[config.mk]
export PLATFORM = sky130hd
export DESIGN_NAME = apb_master_bridge_flat
export DESIGN_NICKNAME = d
export VERILOG_FILES = /design/src/rtl/apb_master_bridge_if.sv /design/src/rtl/apb_master_bridge.sv /design/src/flat_wrapper.sv
export SDC_FILE = /design/constraint.sdc
export NUM_CORES = 1
export LEC_CHECK = 0
export CAP_MARGIN = 20
export CELL_PAD_IN_SITES_DETAIL_PLACEMENT = 0
export CELL_PAD_IN_SITES_GLOBAL_PLACEMENT = 1
export CORE_UTILIZATION = 31
export DETAILED_ROUTE_END_ITERATION = 7
export HOLD_SLACK_MARGIN = 0.06
export PLACE_DENSITY = 0.84
export REMOVE_ABC_BUFFERS = 1
export SYNTH_ARGS = -nofsm -noshare
export SYNTH_HDL_FRONTEND = slang
export SYNTH_SLANG_ARGS = --single-unit
[constraint.sdc]
create_clock -name PCLK -period 2.4 [get_ports PCLK]
set_input_delay 0.24 -clock PCLK [delete_from_list [all_inputs] [get_ports PCLK]]
set_output_delay 0.24 -clock PCLK [all_outputs]
set_load 0.05 [all_outputs]
[src/rtl/apb_master_bridge_if.sv]
// Command/response and APB bus signals of the APB master bridge.
// The "master" modport is the bridge's view and the "slave" modport is the environment's view.
interface apb_master_bridge_if #(
  parameter int DATA_WIDTH = 32,
  parameter int ADDR_WIDTH = 32
);
  logic                  cmd_valid;
  logic                  cmd_ready;
  logic                  cmd_write;
  logic [ADDR_WIDTH-1:0] cmd_addr;
  logic [DATA_WIDTH-1:0] cmd_wdata;
  logic                  rsp_valid;
  logic                  rsp_ready;
  logic [DATA_WIDTH-1:0] rsp_rdata;
  logic                  rsp_err;
  logic                  rsp_timeout;
  logic [ADDR_WIDTH-1:0] PADDR;
  logic                  PSEL;
  logic                  PENABLE;
  logic                  PWRITE;
  logic [DATA_WIDTH-1:0] PWDATA;
  logic [DATA_WIDTH-1:0] PRDATA;
  logic                  PREADY;
  logic                  PSLVERR;

  modport master (
    input  cmd_valid, cmd_write, cmd_addr, cmd_wdata, rsp_ready,
           PRDATA, PREADY, PSLVERR,
    output cmd_ready, rsp_valid, rsp_rdata, rsp_err, rsp_timeout,
           PADDR, PSEL, PENABLE, PWRITE, PWDATA
  );

  modport slave (
    output cmd_valid, cmd_write, cmd_addr, cmd_wdata, rsp_ready,
           PRDATA, PREADY, PSLVERR,
    input  cmd_ready, rsp_valid, rsp_rdata, rsp_err, rsp_timeout,
           PADDR, PSEL, PENABLE, PWRITE, PWDATA
  );
endinterface

[src/rtl/apb_master_bridge.sv]
// Valid/ready command to APB SETUP/ACCESS bridge with one transfer in flight,
// a bounded PREADY wait, and a held response until the consumer accepts it.
module apb_master_bridge #(
  parameter int DATA_WIDTH     = 32,
  parameter int ADDR_WIDTH     = 32,
  parameter int TIMEOUT_CYCLES = 16
) (
  input  logic                       PCLK,
  input  logic                       PRESETn,
  apb_master_bridge_if.master        bus,
  output logic                       busy
);
  typedef enum logic [1:0] {IDLE, SETUP, ACCESS, RESP} state_t;

  localparam int CW = (TIMEOUT_CYCLES == 0) ? 1 : $clog2(TIMEOUT_CYCLES + 1);
  localparam logic [CW-1:0] WAIT_LAST = (TIMEOUT_CYCLES == 0) ? '0 : CW'(TIMEOUT_CYCLES - 1);
  localparam logic TMO_EN = (TIMEOUT_CYCLES != 0);

  state_t                state_q, state_d;
  logic [ADDR_WIDTH-1:0] paddr_q, paddr_d;
  logic [DATA_WIDTH-1:0] pwdata_q, pwdata_d;
  logic                  pwrite_q, pwrite_d;
  logic [DATA_WIDTH-1:0] rdata_q, rdata_d;
  logic                  err_q, err_d;
  logic                  tmo_q, tmo_d;
  logic [CW-1:0]         wait_q, wait_d;

  always_ff @(posedge PCLK or negedge PRESETn) begin
    if (!PRESETn) begin
      state_q  <= IDLE;
      paddr_q  <= '0;
      pwdata_q <= '0;
      pwrite_q <= 1'b0;
      rdata_q  <= '0;
      err_q    <= 1'b0;
      tmo_q    <= 1'b0;
      wait_q   <= '0;
    end else begin
      state_q  <= state_d;
      paddr_q  <= paddr_d;
      pwdata_q <= pwdata_d;
      pwrite_q <= pwrite_d;
      rdata_q  <= rdata_d;
      err_q    <= err_d;
      tmo_q    <= tmo_d;
      wait_q   <= wait_d;
    end
  end

  always_comb begin
    state_d  = state_q;
    paddr_d  = paddr_q;
    pwdata_d = pwdata_q;
    pwrite_d = pwrite_q;
    rdata_d  = rdata_q;
    err_d    = err_q;
    tmo_d    = tmo_q;
    wait_d   = wait_q;
    case (state_q)
      IDLE: begin
        if (bus.cmd_valid) begin
          paddr_d  = bus.cmd_addr;
          pwdata_d = bus.cmd_wdata;
          pwrite_d = bus.cmd_write;
          wait_d   = '0;
          state_d  = SETUP;
        end
      end
      SETUP: state_d = ACCESS;
      ACCESS: begin
        // PREADY takes priority over a timeout expiring on the same edge
        if (bus.PREADY) begin
          rdata_d = pwrite_q ? '0 : bus.PRDATA;
          err_d   = bus.PSLVERR;
          tmo_d   = 1'b0;
          state_d = RESP;
        end else begin
          if (wait_q != {CW{1'b1}}) wait_d = wait_q + CW'(1);
          if (TMO_EN && (wait_q == WAIT_LAST)) begin
            rdata_d = '0;
            err_d   = 1'b1;
            tmo_d   = 1'b1;
            state_d = RESP;
          end
        end
      end
      RESP: begin
        if (bus.rsp_ready) state_d = IDLE;
      end
      default: state_d = IDLE;
    endcase
  end

  assign bus.cmd_ready   = (state_q == IDLE);
  assign bus.rsp_valid   = (state_q == RESP);
  assign bus.rsp_rdata   = rdata_q;
  assign bus.rsp_err     = err_q;
  assign bus.rsp_timeout = tmo_q;
  assign bus.PSEL        = (state_q == SETUP) || (state_q == ACCESS);
  assign bus.PENABLE     = (state_q == ACCESS);
  assign bus.PADDR       = paddr_q;
  assign bus.PWRITE      = pwrite_q;
  assign bus.PWDATA      = pwdata_q;
  assign busy            = (state_q != IDLE);
endmodule

[src/flat_wrapper.sv]
// flat-port wrapper written by rule: the top's interface ports become plain ports
module apb_master_bridge_flat 
#(
  parameter int DATA_WIDTH     = 32,
  parameter int ADDR_WIDTH     = 32,
  parameter int TIMEOUT_CYCLES = 16
)
  (PCLK, PRESETn, busy, bus_cmd_valid, bus_cmd_write, bus_cmd_addr, bus_cmd_wdata, bus_rsp_ready, bus_PRDATA, bus_PREADY, bus_PSLVERR, bus_cmd_ready, bus_rsp_valid, bus_rsp_rdata, bus_rsp_err, bus_rsp_timeout, bus_PADDR, bus_PSEL, bus_PENABLE, bus_PWRITE, bus_PWDATA);
  apb_master_bridge_if #(.DATA_WIDTH(DATA_WIDTH), .ADDR_WIDTH(ADDR_WIDTH)) bus_i ();
  input  logic PCLK;
  input  logic PRESETn;
  output logic busy;
  input wire logic [$bits(bus_i.cmd_valid)-1:0] bus_cmd_valid;
  input wire logic [$bits(bus_i.cmd_write)-1:0] bus_cmd_write;
  input wire logic [$bits(bus_i.cmd_addr)-1:0] bus_cmd_addr;
  input wire logic [$bits(bus_i.cmd_wdata)-1:0] bus_cmd_wdata;
  input wire logic [$bits(bus_i.rsp_ready)-1:0] bus_rsp_ready;
  input wire logic [$bits(bus_i.PRDATA)-1:0] bus_PRDATA;
  input wire logic [$bits(bus_i.PREADY)-1:0] bus_PREADY;
  input wire logic [$bits(bus_i.PSLVERR)-1:0] bus_PSLVERR;
  output wire logic [$bits(bus_i.cmd_ready)-1:0] bus_cmd_ready;
  output wire logic [$bits(bus_i.rsp_valid)-1:0] bus_rsp_valid;
  output wire logic [$bits(bus_i.rsp_rdata)-1:0] bus_rsp_rdata;
  output wire logic [$bits(bus_i.rsp_err)-1:0] bus_rsp_err;
  output wire logic [$bits(bus_i.rsp_timeout)-1:0] bus_rsp_timeout;
  output wire logic [$bits(bus_i.PADDR)-1:0] bus_PADDR;
  output wire logic [$bits(bus_i.PSEL)-1:0] bus_PSEL;
  output wire logic [$bits(bus_i.PENABLE)-1:0] bus_PENABLE;
  output wire logic [$bits(bus_i.PWRITE)-1:0] bus_PWRITE;
  output wire logic [$bits(bus_i.PWDATA)-1:0] bus_PWDATA;
  assign bus_i.cmd_valid = bus_cmd_valid;
  assign bus_i.cmd_write = bus_cmd_write;
  assign bus_i.cmd_addr = bus_cmd_addr;
  assign bus_i.cmd_wdata = bus_cmd_wdata;
  assign bus_i.rsp_ready = bus_rsp_ready;
  assign bus_i.PRDATA = bus_PRDATA;
  assign bus_i.PREADY = bus_PREADY;
  assign bus_i.PSLVERR = bus_PSLVERR;
  assign bus_cmd_ready = bus_i.cmd_ready;
  assign bus_rsp_valid = bus_i.rsp_valid;
  assign bus_rsp_rdata = bus_i.rsp_rdata;
  assign bus_rsp_err = bus_i.rsp_err;
  assign bus_rsp_timeout = bus_i.rsp_timeout;
  assign bus_PADDR = bus_i.PADDR;
  assign bus_PSEL = bus_i.PSEL;
  assign bus_PENABLE = bus_i.PENABLE;
  assign bus_PWRITE = bus_i.PWRITE;
  assign bus_PWDATA = bus_i.PWDATA;
  apb_master_bridge #(.DATA_WIDTH(DATA_WIDTH), .ADDR_WIDTH(ADDR_WIDTH), .TIMEOUT_CYCLES(TIMEOUT_CYCLES)) u_core (.PCLK(PCLK), .PRESETn(PRESETn), .bus(bus_i), .busy(busy));
endmodule
Word level (Yosys, flattened, before mapping)
Cells that the tools add are included.
Storage, ports and cells
  word-level logic and storage cells: 43
  output and inout port bits: 104
  bits of input ports: 103
  register bits: 106
Cells by class
  reductions and logical operators: 9
  add/subtract/negate cells: 1
  equal/unequal tests: 10
  muxes and demuxes: 15
Operators with widths (count)
  two-way mux 32 bit: 3
  two-way mux 5 bit: 3
  one-hot mux 5 bit (2 select lines): 1
  two-way mux 2 bit: 4
  one-hot mux 2 bit (4 select lines): 1
  inequality test 2 bit, second input constant: 3
  nonzero test 2 bit: 3
  adder 5 x 1 -> 5 bit, second input constant: 1
  equality test 5 x 4 -> 1 bit, second input constant: 1
  inequality test 5 bit, second input constant: 1
  equality test 2 bit, second input constant: 2
  AND reduction 2 bit: 2
  AND reduction 4 bit: 1
  two-way mux 1 bit: 3
  inequality test 3 x 2 -> 1 bit, second input constant: 1
  AND reduction 3 bit: 1
  equality test 2 x 1 -> 1 bit, second input constant: 1
  logical NOT 2 bit: 1
  inequality test 2 x 1 -> 1 bit, second input constant: 1
  logical OR 1 bit: 1

Depth between registers and ports, before layout
Gate-level depths: netlist of the first run.
  depth in word-level cells: 4
  depth in mapped cells: 6
  mapped depth without buffers: 6

Worst setup path before layout of the first run
OpenSTA, ideal clock, no wires.
  kind: reg-to-reg
  start: register u_core.state_q[0]
  end: register u_core.state_q[1]
  setup time: 0.125 ns
  clock period less this slack: 2.160 ns
  data required time: 2.275 ns
  buffers on the path: 0
  setup slack: 0.240 ns
  data arrival time: 2.035 ns
  stages on the path, launching flop included: 6
  cell sequence: dfrtp_1 inv_1 ha_1 inv_1 o221a_2 mux2_4
Between the ends
  word-level cells in the longest chain between the ends: 3
  elaborated cells between the ends (all ways): 9
  classes of those cells: eq/ne (6); mux (1); reduce/logical (2)
Ends and longest elaborated chain
  start, declared: line apb_master_bridge.sv:19  | state_t state_q, state_d;
  start signal, assigned: line apb_master_bridge.sv:39  | state_q <= state_d;
  logical NOT 2 bit *
  named net bus_cmd_ready: line flat_wrapper.sv:21  | output wire logic [$bits(bus_i.cmd_ready)-1:0] bus_cmd_ready;
  inequality test 2 bit (no source line)
  AND reduction 3 bit (no source line)
The timed path passes the listed nets; every way through them passes the cells marked *.
A chain may end at the register's enable or synchronous reset.

Worst setup path after layout of the first run
  start: register u_core.state_q[0]
  end: output busy
Between the ends
  word-level cells in the longest chain between the ends: 1
Ends and longest elaborated chain
  nonzero test 2 bit: line apb_master_bridge.sv:104  | assign busy = (state_q != IDLE);
  end, declared: line flat_wrapper.sv:12  | output logic busy;
Every way passes these cells.

==> results of run 1 <==
==> synth_stat cells <==
master / n
inv_1: 6
dfrtp_1: 106
nor2_1: 2
o211ai_1: 1
buf_2: 13
clkbuf_1: 1
o221a_2: 1
and3_1: 1
o311ai_2: 1
mux2_2: 65
nand2b_1: 3
or3b_1: 1
o21a_1: 1
o21ai_1: 1
nand3b_1: 2
a22o_1: 32
nand3_1: 2
mux2_4: 1
nand2_1: 3
o22ai_1: 1
o21ai_0: 8
o32a_1: 1
a21oi_1: 3
ha_1: 7
mux2i_1: 1
or2_2: 1
==> what timing repair did <==
action | CTS | global route
hold buffers | 1 | 0
hold endpoints to repair | 51 | 0
buffers inserted | 0 | 0
==> final cells by class <==
class                   count  area (µm²)  area share (%)
clock buffers              10         229            3.44
multi-input cells         139        1340            20.0
well taps                 172         215            3.23
repair buffers            212        2130            32.0
inverters                   6        22.5           0.338
flip-flops and latches    106        2650            39.8
clock inverters             5        80.1            1.20
==> worst max-delay path: cells and delay by family, from the launching register on <==
kind,cells,cell delay (ns)
buffers and inverters,3,1.02
adder cells (fa/ha/maj),1,0.27
flip-flops,1,0.38
==> through the flow <==
step | setup WS (ns) | std cells
after global placement | 0.486 | 634
after detailed placement | 0.358 | 634
final | 0.141 | 650
after CTS | 0.121 | 650
after global routing | 0.0383 | 650
after floorplan | -0.612 | 251
==> path summary, 6_finish.rpt <==
kind | slack (ns) | cells after the start | endpoint | startpoint
max | 0.14 | 4 | busy | u_core.state_q[0]$_DFFE_PN0P_
min | 0.48 | 2 | u_core.bus.PADDR[0]$_DFFE_PN0P_ | PRESETn
max reg2reg | 0.33 | 5 | u_core.wait_q[3]$_DFFE_PN0P_ | u_core.state_q[0]$_DFFE_PN0P_
min reg2reg | 0.50 | 1 | u_core.bus.PADDR[2]$_DFFE_PN0P_ | u_core.bus.PADDR[2]$_DFFE_PN0P_
max in group asynchronous | 1.17 | 3 | u_core.bus.PWDATA[7]$_DFFE_PN0P_ | PRESETn
min in group PCLK | 0.49 | 2 | u_core.bus.rsp_rdata[10]$_DFFE_PN0P_ | bus_PRDATA[10]
==> sequential cells by signal, indices dropped and copies added, names as in the netlist <==
register / flops
u_core.bus.PADDR: 32
u_core.bus.PWDATA: 32
u_core.bus.PWRITE: 1
u_core.bus.rsp_err: 1
u_core.bus.rsp_rdata: 32
u_core.bus.rsp_timeout: 1
u_core.state_q: 2
u_core.wait_q: 5
==> report_power, final <==
| group | total (W) | switching [W] | internal, W |
|---|---|---|---|
| clock | 0.00152 | 0.000613 | 0.000906 |
| sequential | 0.00301 | 0.000423 | 0.00259 |
| combinational | 0.00626 | 0.00391 | 0.00235 |
| total | 0.0108 | 0.00495 | 0.00585 |
==> metal layers <==
metal,up-vias,wire (µm)
li1,1377,-
met1,1437,3930
met2,134,4800
met3,9,1000
met4,0,119
met5,-,0
==> cells by family (layout without fill, tap and decap cells) <==
family          after synthesis  in the layout
simple gates                 15             15
buf+inv                      20            233
compound gates               50             50
fa+ha+maj                     7              7
mux                          67             67
flops                       106            106
==> impl_table.tex, run 1 <==
\begin{tabular}{lr}
\hline
Metric & Value \\
\hline
\multicolumn{2}{l}{\textbf{Drt}} \\
\quad DRC errors left & 0 \\
\quad Drt wl/cell & 15.1 µm \\
\quad Overall routed net length & 9840 µm \\
\quad Count of nets left with antenna violations after detail routing & 0 \\
\quad Total number of vias & 2957 \\
\quad Count of TritonRoute iterations in the first routing pass & 4 \\
\quad Number of violations reported at the end of detailed-routing iteration 0 & 93 \\
\quad Via count normalized by instance count & 4.55 \\
\multicolumn{2}{l}{\textbf{Clock network}} \\
\quad Post-CTS Resized & 0 \\
\quad Clock root cell & clkbuf\_16 \\
\quad CTS Sinks & 106 \\
\quad Clock tree buffer depth & 2 \\
\quad TritonCTS Buffers & 9 \\
\quad Clock latency of the later-clocked register in the worst-skew pair & 0.34 ns \\
\quad H-tree level count & 3 \\
\quad TritonCTS clock tree & done \\
\quad Clock transition at path regs & 0.07 ns \\
\multicolumn{2}{l}{\textbf{Global route}} \\
\quad Global-route wire length before repair & 15000 µm \\
\quad Fraction of met3 tracks used by global routing & 5.09\% \\
\quad Met1 Use GR & 16.7\% \\
\quad Initial antenna violation count & 0 \\
\quad Global route overflow & 0 \\
\quad Met2 routing resource usage after global routing & 25.2\% \\
\quad Global-route usage over all layers & 14.6\% \\
\quad Largest net degree at the start of global routing & 56 \\
\quad Number of global-route vias before repair & 3045 \\
\quad Busiest metal layer after global routing & met2 \\
\multicolumn{2}{l}{\textbf{Synth}} \\
\quad Arithmetic-cell share of the synthesized area counting full adders, half adders and majority gates & 2.15\% \\
\quad Largest cells by area after synthesis & dfrtp\_1, mux2\_2, a22o\_1 \\
\quad Sequential element share of the synthesized area & 65.2\% \\
\quad Simple-gate portion of the synthesized area & 2.06\% \\
\quad Cell variety after synth & 26 \\
\quad Synthesis warning total & 0 \\
\quad Cell area after technology mapping & 4070 µm² \\
\quad Total of flip-flops plus latches after synthesis & 106 \\
\quad Compound-cell area share of the yosys netlist & 9.80\% \\
\quad Gate Count Post-Synth & 265 \\
\quad Fraction of synthesized area in multiplexers & 18.6\% \\
\quad Main combinational cell family by area after synthesis & multiplexers \\
\quad Library cell occupying the most area in the post-synthesis netlist & dfrtp\_1 \\
\quad XOR/XNOR Fraction of Synth Area & 0\% \\
\quad Area fraction of the dominant cell type after synthesis & 65.2\% \\
\quad Synthesized area per cell & 15.4 µm² \\
\multicolumn{2}{l}{\textbf{Floorplan}} \\
\quad I/O pin count & 207 \\
\quad Die area & 13600 µm² \\
\quad Y dimension of the die & 117 µm \\
\quad FP Rows & 41 \\
\quad Starting utilization of the core area & 32.0\% \\
\quad Core ar. & 12700 µm² \\
\quad Die Width & 117 µm \\
\multicolumn{2}{l}{\textbf{Critical path}} \\
\quad Crit start category & flop \\
\quad Stage delay of the slowest cell on the critical path & 0.81 ns \\
\quad Cell with the biggest individual delay on the critical path & clkdlybuf4s50\_1 \\
\quad Data required time at the worst endpoint & 2.16 ns \\
\quad CP Max Fanout & 4 \\
\quad Worst EP arrival & 2.02 ns \\
\quad Critical-path cell list & inv\_1, ha\_1, inv\_1, clkdlybuf4s50\_1 \\
\quad Most frequent CP cell & inv\_1 \\
\quad Kind of critical path & flop to output pin \\
\quad Crit end category & output pin \\
\multicolumn{2}{l}{\textbf{Timing}} \\
\quad Min cycle time layout & 2.26 ns \\
\quad Worst setup skew after layout & 0.00708 ns \\
\quad Tightest slew margin relative to the limit & 56.4\% \\
\quad Final setup violation count & 0 \\
\quad Hold violation total from the final report & 0 \\
\quad Worst Tran Pin Value & 0.653 ns \\
\quad Max Freq & 443 MHz \\
\quad Worst slack on hold paths & 0.485 ns \\
\quad Final worst-path cycle share & 94.1\% \\
\quad Final Max Slew Viols & 0 \\
\quad Post-route setup TNS & 0 ns \\
\quad RSZ-0062 raised after global routing & no \\
\multicolumn{2}{l}{\textbf{Placement}} \\
\quad Count of buffers inserted at the top-level ports & 206 \\
\quad Post-detailed-placement cell area & 6350 µm² \\
\quad Global placer's final weighted congestion & 0.711 \\
\quad DPL Wire Length & 7240 µm \\
\multicolumn{2}{l}{\textbf{Status}} \\
\quad Result of the run & finished clean \\
\multicolumn{2}{l}{\textbf{Cells and area}} \\
\quad Layout cell share with drive strength beyond 1 & 19.5\% \\
\quad Fillcell total & 1136 \\
\quad Number of diodes added for antenna fixing & 0 \\
\quad Post-route cell area & 6670 µm² \\
\quad Area growth from synthesis to layout & 63.7\% \\
\quad Most frequent cells in the layout & clkdlybuf4s50\_1, dfrtp\_1, mux2\_2 \\
\quad Post-layout utilization of the core & 52.4\% \\
\quad Most frequent standard cell in the layout excluding fill and tap cells & clkdlybuf4s50\_1 \\
\quad Net total in the final layout & 584 \\
\multicolumn{2}{l}{\textbf{Pwr}} \\
\quad Total power after layout & 0.0108 W \\
\quad Peak supply drop & 0.000603 V \\
\quad Total leakage power & 2.82 nW \\
\quad Power per Cell Area & 1620 nW/µm² \\
\multicolumn{2}{l}{\textbf{Flow run}} \\
\quad Count of maximum capacitance violations & 0 \\
\multicolumn{2}{l}{\textbf{Worst hold path}} \\
\quad Worst hold path class & input port to asynchronous set/reset pin \\
\hline
\end{tabular}
No activity file was read; power rests on OpenSTA's default activity.
==> inputs of run 2 (changes only) <==
Clock period 2.4 ns to 2.5 ns, I/O delays scaled along.
==> run 2 against run 1 <==
Effect of this change: critical path depth unchanged; final area up 0.11%; clock skew up 0.00061 ns; die area unchanged; combinational power down 3.7%; count of clock-buffer cells in the layout up 2; global-route usage down 0.23 points; setup slack better by 0.12 ns; total power down 4.2%; critical path type unchanged.
==> impl_table.tex, run 2 (synthesis gave the netlist of run 1 again) <==
\begin{tabular}{lr}
\hline
Metric & Value \\
\hline
\multicolumn{2}{l}{\textbf{Timing}} \\
\quad Min cycle time layout & 2.24 ns \\
\quad Worst setup skew after layout & 0.00769 ns \\
\quad Hold violation total from the final report & 0 \\
\quad Final worst-path cycle share & 89.5\% \\
\quad Setup slack of the critical path after layout & 0.261 ns \\
\quad Max Freq & 447 MHz \\
\quad Worst Tran Pin Value & 0.646 ns \\
\quad Final Max Slew Viols & 0 \\
\quad Tightest slew margin relative to the limit & 56.9\% \\
\quad RSZ-0062 raised after global routing & no \\
\quad Final setup violation count & 0 \\
\multicolumn{2}{l}{\textbf{Pwr}} \\
\quad Peak supply drop & 0.000630 V \\
\quad Power per Cell Area & 1550 nW/µm² \\
\quad Total leakage power & 2.82 nW \\
\multicolumn{2}{l}{\textbf{Floorplan}} \\
\quad I/O pin count & 207 \\
\quad Starting utilization of the core area & 32.0\% \\
\quad Core ar. & 12700 µm² \\
\quad FP Rows & 41 \\
\quad Y dimension of the die & 117 µm \\
\quad Die Width & 117 µm \\
\quad Die area & 13600 µm² \\
\multicolumn{2}{l}{\textbf{Critical path}} \\
\quad Stage delay of the slowest cell on the critical path & 0.81 ns \\
\quad CP delay by family, top & buffers and inverters \\
\quad Most frequent CP cell & inv\_1 \\
\quad Crit end category & output pin \\
\quad Critical path buffer and inverter count & 3 \\
\quad Data required time at the worst endpoint & 2.25 ns \\
\quad Crit start category & flop \\
\quad CP Max Fanout & 4 \\
\quad Kind of critical path & flop to output pin \\
\quad Cell with the biggest individual delay on the critical path & clkdlybuf4s50\_1 \\
\quad Critical-path cell list & inv\_1, ha\_1, inv\_1, clkdlybuf4s50\_1 \\
\quad Worst EP arrival & 1.99 ns \\
\multicolumn{2}{l}{\textbf{Clock network}} \\
\quad Clock latency of the later-clocked register in the worst-skew pair & 0.34 ns \\
\quad TritonCTS Buffers & 9 \\
\quad Setup Fix Bufs, Post-CTS & 0 \\
\quad Clock transition at path regs & 0.07 ns \\
\quad H-tree level count & 3 \\
\quad TritonCTS clock tree & done \\
\quad Clock tree buffer depth & 2 \\
\quad CTS Sinks & 106 \\
\quad Clock root cell & clkbuf\_16 \\
\multicolumn{2}{l}{\textbf{Global route}} \\
\quad Met1 Use GR & 16.9\% \\
\quad Busiest metal layer after global routing & met2 \\
\quad Global route overflow & 0 \\
\quad Fraction of met3 tracks used by global routing & 4.72\% \\
\quad Largest net degree at the start of global routing & 57 \\
\quad Number of global-route vias before repair & 2995 \\
\quad Global-route wire length before repair & 14700 µm \\
\quad Global-route usage over all layers & 14.4\% \\
\quad Initial antenna violation count & 0 \\
\quad Met2 routing resource usage after global routing & 23.7\% \\
\multicolumn{2}{l}{\textbf{Status}} \\
\quad Result of the run & finished clean \\
\multicolumn{2}{l}{\textbf{Drt}} \\
\quad Via count normalized by instance count & 4.52 \\
\quad Number of violations reported at the end of detailed-routing iteration 0 & 49 \\
\quad Drt wl/cell & 14.9 µm \\
\quad Count of nets left with antenna violations after detail routing & 0 \\
\quad Total number of vias & 2948 \\
\quad Count of TritonRoute iterations in the first routing pass & 4 \\
\quad Overall routed net length & 9740 µm \\
\quad DRC errors left & 0 \\
\multicolumn{2}{l}{\textbf{Cells and area}} \\
\quad Net total in the final layout & 585 \\
\quad Number of diodes added for antenna fixing & 0 \\
\quad Area growth from synthesis to layout & 63.9\% \\
\quad Most frequent standard cell in the layout excluding fill and tap cells & clkdlybuf4s50\_1 \\
\quad Post-layout utilization of the core & 52.4\% \\
\quad Most frequent cells in the layout & clkdlybuf4s50\_1, dfrtp\_1, mux2\_2 \\
\quad Layout cell share with drive strength beyond 1 & 19.6\% \\
\multicolumn{2}{l}{\textbf{Flow run}} \\
\quad Count of maximum capacitance violations & 0 \\
\multicolumn{2}{l}{\textbf{Placement}} \\
\quad Global placer's final weighted congestion & 0.771 \\
\quad DPL Wire Length & 7160 µm \\
\quad Setup slack after placement & 0.538 ns \\
\quad Count of buffers inserted at the top-level ports & 206 \\
\multicolumn{2}{l}{\textbf{Worst hold path}} \\
\quad Worst hold path class & input port to asynchronous set/reset pin \\
\hline
\end{tabular}
run 2: changes by cell type in the layout (fill, tap and decap cells not counted), sizes merged:
cell,delta
bufinv,-1
clkbuf,+2
clkdlybuf4s50,+1
run 2: what timing repair did:
item                                   4_1_cts  5_1_grt
resized for setup                            0        0
hold buffers                                 1        0
endpoints found under the hold margin       50        0
setup endpoints to repair                    0        0
run 2: final timing paths:
| check | start | endpoint | slack (ns) | cells past startpoint |
|---|---|---|---|---|
| min in group PCLK | bus_PSLVERR | u_core.bus.rsp_err$_DFFE_PN0P_ | 0.49 | 3 |
| max in group asynchronous | PRESETn | u_core.bus.rsp_rdata[7]$_DFFE_PN0P_ | 1.27 | 3 |
| setup reg to reg | u_core.wait_q[0]$_DFFE_PN0P_ | u_core.wait_q[3]$_DFFE_PN0P_ | 0.52 | 6 |
| hold / removal | PRESETn | u_core.bus.PADDR[0]$_DFFE_PN0P_ | 0.48 | 2 |
| hold reg to reg | u_core.bus.PWDATA[7]$_DFFE_PN0P_ | u_core.bus.PWDATA[7]$_DFFE_PN0P_ | 0.50 | 1 |
| setup / recovery | u_core.state_q[0]$_DFFE_PN0P_ | busy | 0.26 | 4 |
run 2: area by class of cell:
class                   instances  area [µm²]
fillers                      1148        6050
repair buffers                213        2140
inverters                       6        22.5
clock buffers                  12         256
well taps                     172         215
clock inverters                 4        50.0
flip-flops and latches        106        2650
multi-input cells             139        1340
run 2: per-stage QoR:
step                      area [µm²]  total power [W]  setup TNS, ns  hold slack [ns]  instances
after detailed placement        6360          0.00899              0            0.315        635
after CTS                       6670           0.0105              0            0.474        652
after global routing            6670           0.0108              0            0.483        652
after global placement          6360          0.00889              0            0.309        635
after floorplan                 4000          0.00687         -38.53          -0.0456        251
final                           6670           0.0103              0            0.480        652
run 2: where the power goes:
group | internal (W) | leakage (nW) | switching, W
clock network | 0.000829 | 0.145 | 0.000593
logic | 0.00227 | 1.38 | 0.00377
registers | 0.00249 | 1.30 | 0.000397
total | 0.00558 | 2.82 | 0.00476
run 2: metal layers:
layer  routed length, µm  up-vias
met5                   0        -
met2                4620      138
met4                 175        0
met3                 976       13
li1                    -     1382
met1                3970     1415
run 2: worst register-to-register path: stages (launching register included):
cell and delay [ns]:
dfrtp_1 0.40, ha_1 0.22, and3_1 0.21, ha_1 0.18
o21a_1 0.22, or2_2 0.36, o311ai_2 0.28
==> RTL change 1 (flow settings as in run 2) <==
Reset style: synchronous (`PRESETn`), changed in one clocked block.
--- a/src/rtl/apb_master_bridge.sv
+++ b/src/rtl/apb_master_bridge.sv
@@ -25,7 +25,7 @@
   logic                  tmo_q, tmo_d;
   logic [CW-1:0]         wait_q, wait_d;
 
-  always_ff @(posedge PCLK or negedge PRESETn) begin
+  always_ff @(posedge PCLK) begin
     if (!PRESETn) begin
       state_q  <= IDLE;
       paddr_q  <= '0;
Formal check against the unedited RTL: differs if PRESETn is asserted again (counterexample within 4 cycles, from zero or initial values and one cycle with PRESETn low); with PRESETn held inactive, the same outputs for 4 cycles.
==> RTL change 1 against run 2 <==
- utilization grew 0.49 points
- area after synthesis down 4.1%
- sequential share of layout area is 6.8 points lower
- register-to-register slack better by 0.04 ns
- critical path depth down 1
- worst hold slack lost 0.032 ns
- routed wire length up 17%
- sequential cell count unchanged
- setup slack got worse by 0.10 ns
- cell area shrank 3.5%
- largest cell class is now non-clock buffers
Power is not compared: it rests on default switching activity, and its combinational part moved more than twofold at a synthesized area within 25%.
==> RTL change 1: results (changes against run 2) <==
Outcome
  – Outcome: completed

Routing
  – Initial drt markers: 163 (+230%)
  – Met2 wire length: 5160 um (+12%)
  – DR WL met3: 1190 um (+22%)
  – Met1 wire length: 4870 um (+22%)
  – Wirelength, routed: 11400 um (+17%)
  – Via count: 3912 (+33%)

Setup path
  – Worst-path maximum fanout: 13 (+9)
  – Worst setup path endpoint: bus_PENABLE
  – R2r setup slk: 0.56 ns (+0.04 ns)
  – Crit. Startpoint: u_core.state_q[0]$_SDFFE_PN0P_
  – RR Endpoint: u_core.state_q[0]$_SDFFE_PN0P_
  – Arrival time at the worst endpoint: 2.09 ns (+0.10 ns)

Global route
  – Met3 GRT Util: 7.46% (+2.7 points)
  – GRT Overall Usage: 17.4% (+3.0 points)
  – Global routing usage on met2: 27.8% (+4.1 points)
  – Largest net degree at the start of global routing: 54 (-5.3%)
  – First-pass GRT wire length: 17800 um (+22%)
  – Met1 usage: 20.3% (+3.4 points)
  – Number of global-route vias before repair: 3703 (+24%)

Logic synthesis
  – Predominant post-synthesis flop cell: dfxtp_1
  – Post-synthesis mux area share: 0.512% (-18 points)
  – Synth Area in Adders: 2.24% (+0.091 points)
  – Synth top cells by count: nand2_1 (167), dfxtp_1 (106), a21oi_1 (103)
  – Top cells by area, synth: dfxtp_1 (54%), nand2_1 (16%), a21oi_1 (13%)
  – Library cells used by synthesis: 30 (+15%)

Layout
  – Nets: 786 (+34%)
  – Number of fill cells in the layout: 1128 (-1.7%)
  – Share of cells above drive strength 1: 4.42% (-15 points)

Timing
  – Hold slack final: 0.448 ns (-0.0325 ns)
  – Rel. slew slack: 63.6% (+6.6 points)
  – Clock Skew: 0.00859 ns (+0.000902 ns)

Placed design
  – Gpl congestion: 0.735 (-4.7%)
  – Dpl hpwl: 8000 um (+12%)
  – DP Area: 6140 um2 (-3.3%)

Power
  – Pwr Total: 6.00 mW
[RTL change 1: changes by cell type in the layout (fill, tap and decap cells not counted), sizes merged, moves of 2 or more]
cell	run 2	this run
nand3	2	34
nand4b	0	2
dfxtp	0	106
dfrtp	106	0
o21ai	9	4
a31o	0	2
inv	6	4
nand4	0	2
a22o	32	0
mux2	66	0
nand2	3	167
nand2b	3	1
a21oi	3	103
[RTL change 1: through the flow]
stage          worst slack, ns  cells
5_1_grt                 0.0585    847
2_1_floorplan          -0.0314    451
4_1_cts                  0.151    847
3_5_place_dp             0.524    833
6_report                 0.161    847
3_3_place_gp             0.559    833
[RTL change 1: final cells by class]
cell class	count	area share (%)
Timing Repair Buffer	214	33.7
Sequential cell	106	33.0
Multi-Input combinational cell	340	25.2
Clock buffer	12	3.98
Tap cell	168	3.26
Clock inverter	2	0.583
Inverter	5	0.311
[RTL change 1: worst max-delay path: cells and delay by family (launching register included)]
kind	cells	cell delay, ns
fa+ha+maj	1	0.43
flops	1	0.33
buf+inv	2	1.00
==> RTL change 2 (settings of run 2) <==
Made on the original files. `DATA_WIDTH` is set to 32 in 3 places; all go to 16.
--- a/src/rtl/apb_master_bridge_if.sv
+++ b/src/rtl/apb_master_bridge_if.sv
@@ -1,7 +1,7 @@
 // Command/response and APB bus signals of the APB master bridge.
 // The "master" modport is the bridge's view and the "slave" modport is the environment's view.
 interface apb_master_bridge_if #(
-  parameter int DATA_WIDTH = 32,
+  parameter int DATA_WIDTH = 16,
   parameter int ADDR_WIDTH = 32
 );
   logic                  cmd_valid;
--- a/src/rtl/apb_master_bridge.sv
+++ b/src/rtl/apb_master_bridge.sv
@@ -1,7 +1,7 @@
 // Valid/ready command to APB SETUP/ACCESS bridge with one transfer in flight,
 // a bounded PREADY wait, and a held response until the consumer accepts it.
 module apb_master_bridge #(
-  parameter int DATA_WIDTH     = 32,
+  parameter int DATA_WIDTH     = 16,
   parameter int ADDR_WIDTH     = 32,
   parameter int TIMEOUT_CYCLES = 16
 ) (
--- a/src/flat_wrapper.sv
+++ b/src/flat_wrapper.sv
@@ -1,7 +1,7 @@
 // flat-port wrapper written by rule: the top's interface ports become plain ports
 module apb_master_bridge_flat 
 #(
-  parameter int DATA_WIDTH     = 32,
+  parameter int DATA_WIDTH     = 16,
   parameter int ADDR_WIDTH     = 32,
   parameter int TIMEOUT_CYCLES = 16
 )
Interface: changed (resized bus_PRDATA, bus_PWDATA, bus_cmd_wdata and bus_rsp_rdata); port bits go from 207 to 143. The function was not compared with the original's and may differ.
==> RTL change 2 against run 2 <==
- routed wire length is 30% lower
- area after synthesis decreased by 28%
- combinational power down 29%
- via count fell by 26%
- sequential cell count decreased by 32
- power is 30% lower
- register-to-register slack is essentially flat
- count of clock-buffer cells in the layout is 2 lower
- clock power is 36% lower
- non-clock buffer count is 67 lower
- synthesized cell count fell by 26%
- setup slack improved by 0.011 ns
- cell area decreased by 30%
==> RTL change 2: results (changes against run 2) <==
Outcome
  – Outcome: completed

Clocking
  – Num CTS Buffers: 9 (unchanged)
  – CTS max path bufs: 2 (unchanged)
  – H-tree depth: 3 (unchanged)
  – Root cell of the clock tree: clkbuf_8
  – Clk_lat worst skew: 0.34 ns (about the same)
  – PostCTS Resize Cnt: 0 (unchanged)
  – Reg clk slew, reported paths: 0.08 ns
  – Post-CTS setup buffer count: 0 (unchanged)

Power
  – Switch share: 47.1% (+1.1 points)
  – Max IR drop VDD: 0.532 mV (-16%)
  – Static Leak: 1.98 nW (-30%)

Placed design
  – Dpl hpwl: 4790 um (-33%)
  – Dpl cells: 444 (-30%)
  – Number of port buffers: 142 (-31%)
  – Gpl congestion: 0.764 (-1.0%)

Hold path
  – Worst Hold Class: in -> async

Routing
  – Routed len/inst: 14.8 um (-0.65%)
  – Wirelength, routed: 6810 um (-30%)
  – Initial drt markers: 55 (+12%)
  – DR pass1 iterations: 4 (unchanged)
  – Via count: 2178 (-26%)

Layout
  – Antenna cell count: 0 (unchanged)
  – Number of fill cells in the layout: 817 (-29%)
  – Max reg flops: 32
  – Nets: 422 (-28%)
  – Share of cells above drive strength 1: 18.1% (-1.5 points)

Global route
  – Number of global-route vias before repair: 2295 (-23%)
  – GRT Overall Usage: 14.2% (-0.13 points)
  – Initial antenna violation count: 0 (unchanged)
  – First-pass GRT wire length: 10800 um (-26%)
  – Largest net degree at the start of global routing: 75 (+32%)

Logic synthesis
  – Synth Instances: 195 (-26%)
  – Synth top cells by count: dfrtp_1 (74), mux2_2 (39), a22o_1 (16)
  – Synth warn: 0 (unchanged)
  – Library cells used by synthesis: 29 (+12%)
  – Ys async rst share: 100% (unchanged)
  – Register area share after synthesis: 63.5% (-1.7 points)
  – Predominant post-synthesis flop cell: dfrtp_1
  – Top cells by area, synth: dfrtp_1 (63%), mux2_2 (15%), a22o_1 (4.8%)

Setup path
  – WS Path Type: reg -> out
  – Slowest-stage cell, CP: clkdlybuf4s50_1
  – Worst-path maximum fanout: 4 (unchanged)
  – Slowest stage delay, CP: 0.80 ns

Timing
  – Clock Skew: 0.0136 ns (+0.00591 ns)
  – Worst slew pin tran: 0.923 ns (+0.277 ns)
RTL change 2: power by group through the flow:
stage / Combinational, mW / Clock [mW] / Sequential, mW
after detailed placement: 4.34 / 0 / 2.03
after global routing: 4.48 / 1.01 / 2.08
after CTS: 4.35 / 0.955 / 2.02
after floorplan: 1.08 / 0 / 3.81
final: 4.31 / 0.910 / 2.01
after global placement: 4.29 / 0 / 2.01
RTL change 2: final cells by class:
cell class,count,area (um2),share of cell area (%)
sequential,74,1850,39.7
clock buffer,10,138,2.95
tap,111,139,2.98
clock inverter,5,55.1,1.18
timing repair buffer,146,1450,31.1
inverter,6,22.5,0.483
multi-input combinational,107,1000,21.6
RTL change 2: final timing paths:
kind,start,to,slack (ns),cells after the start
max,u_core.state_q[0]$_DFFE_PN0P_,busy,0.27,4
min,PRESETn,u_core.bus.PADDR[22]$_DFFE_PN0P_,0.06,1
max reg2reg,u_core.wait_q[0]$_DFFE_PN0P_,u_core.state_q[1]$_DFFE_PN0P_,0.52,6
min reg2reg,u_core.bus.PADDR[28]$_DFFE_PN0P_,u_core.bus.PADDR[28]$_DFFE_PN0P_,0.49,1
max in group asynchronous,PRESETn,u_core.bus.PWDATA[4]$_DFFE_PN0P_,1.85,1
min in group PCLK,u_core.bus.PADDR[28]$_DFFE_PN0P_,u_core.bus.PADDR[28]$_DFFE_PN0P_,0.49,1
RTL change 2: metrics by stage:
step | hold slack (ns) | setup TNS [ns] | util, % | instance area (um2) | setup slack, ns
3_5_place_dp | 0.464 | 0 | 48.6 | 4470 | 0.547
2_1_floorplan | -0.0456 | -9.35 | - | 2880 | -0.225
3_3_place_gp | 0.454 | 0 | 48.6 | 4470 | 0.602
5_1_grt | 0.122 | 0 | 50.7 | 4660 | 0.156
4_1_cts | 0.0793 | 0 | 50.7 | 4660 | 0.242
6_report | 0.0552 | 0 | 50.7 | 4660 | 0.273
RTL change 2: critical path, delay by kind of cell (launching register included):
family     cells  cell delay [ns]
fa+ha+maj      1             0.26
buf+inv        3             1.00
flops          1             0.38
RTL change 2: kinds of logic (layout without fill, tap and decap cells):
kind of cell	count (synthesis)	after routing	share of synthesized area, %
flip-flops	74	74	63.5
multiplexers	51	51	19.8
AO/OA/AOI/OAI	34	34	8.62
AND/OR/NAND/NOR	15	15	2.96
buffers and inverters	14	167	2.19
adder cells (fa/ha/maj)	7	7	3.00
RTL change 2: metal layers:
layer	global-route usage (%)	vias up	wire length [um]
li1	-	998	-
met2	23.8	113	3200
met1	16.9	1058	2910
met4	4.48	0	59
met5	0	-	0
met3	5.39	9	643
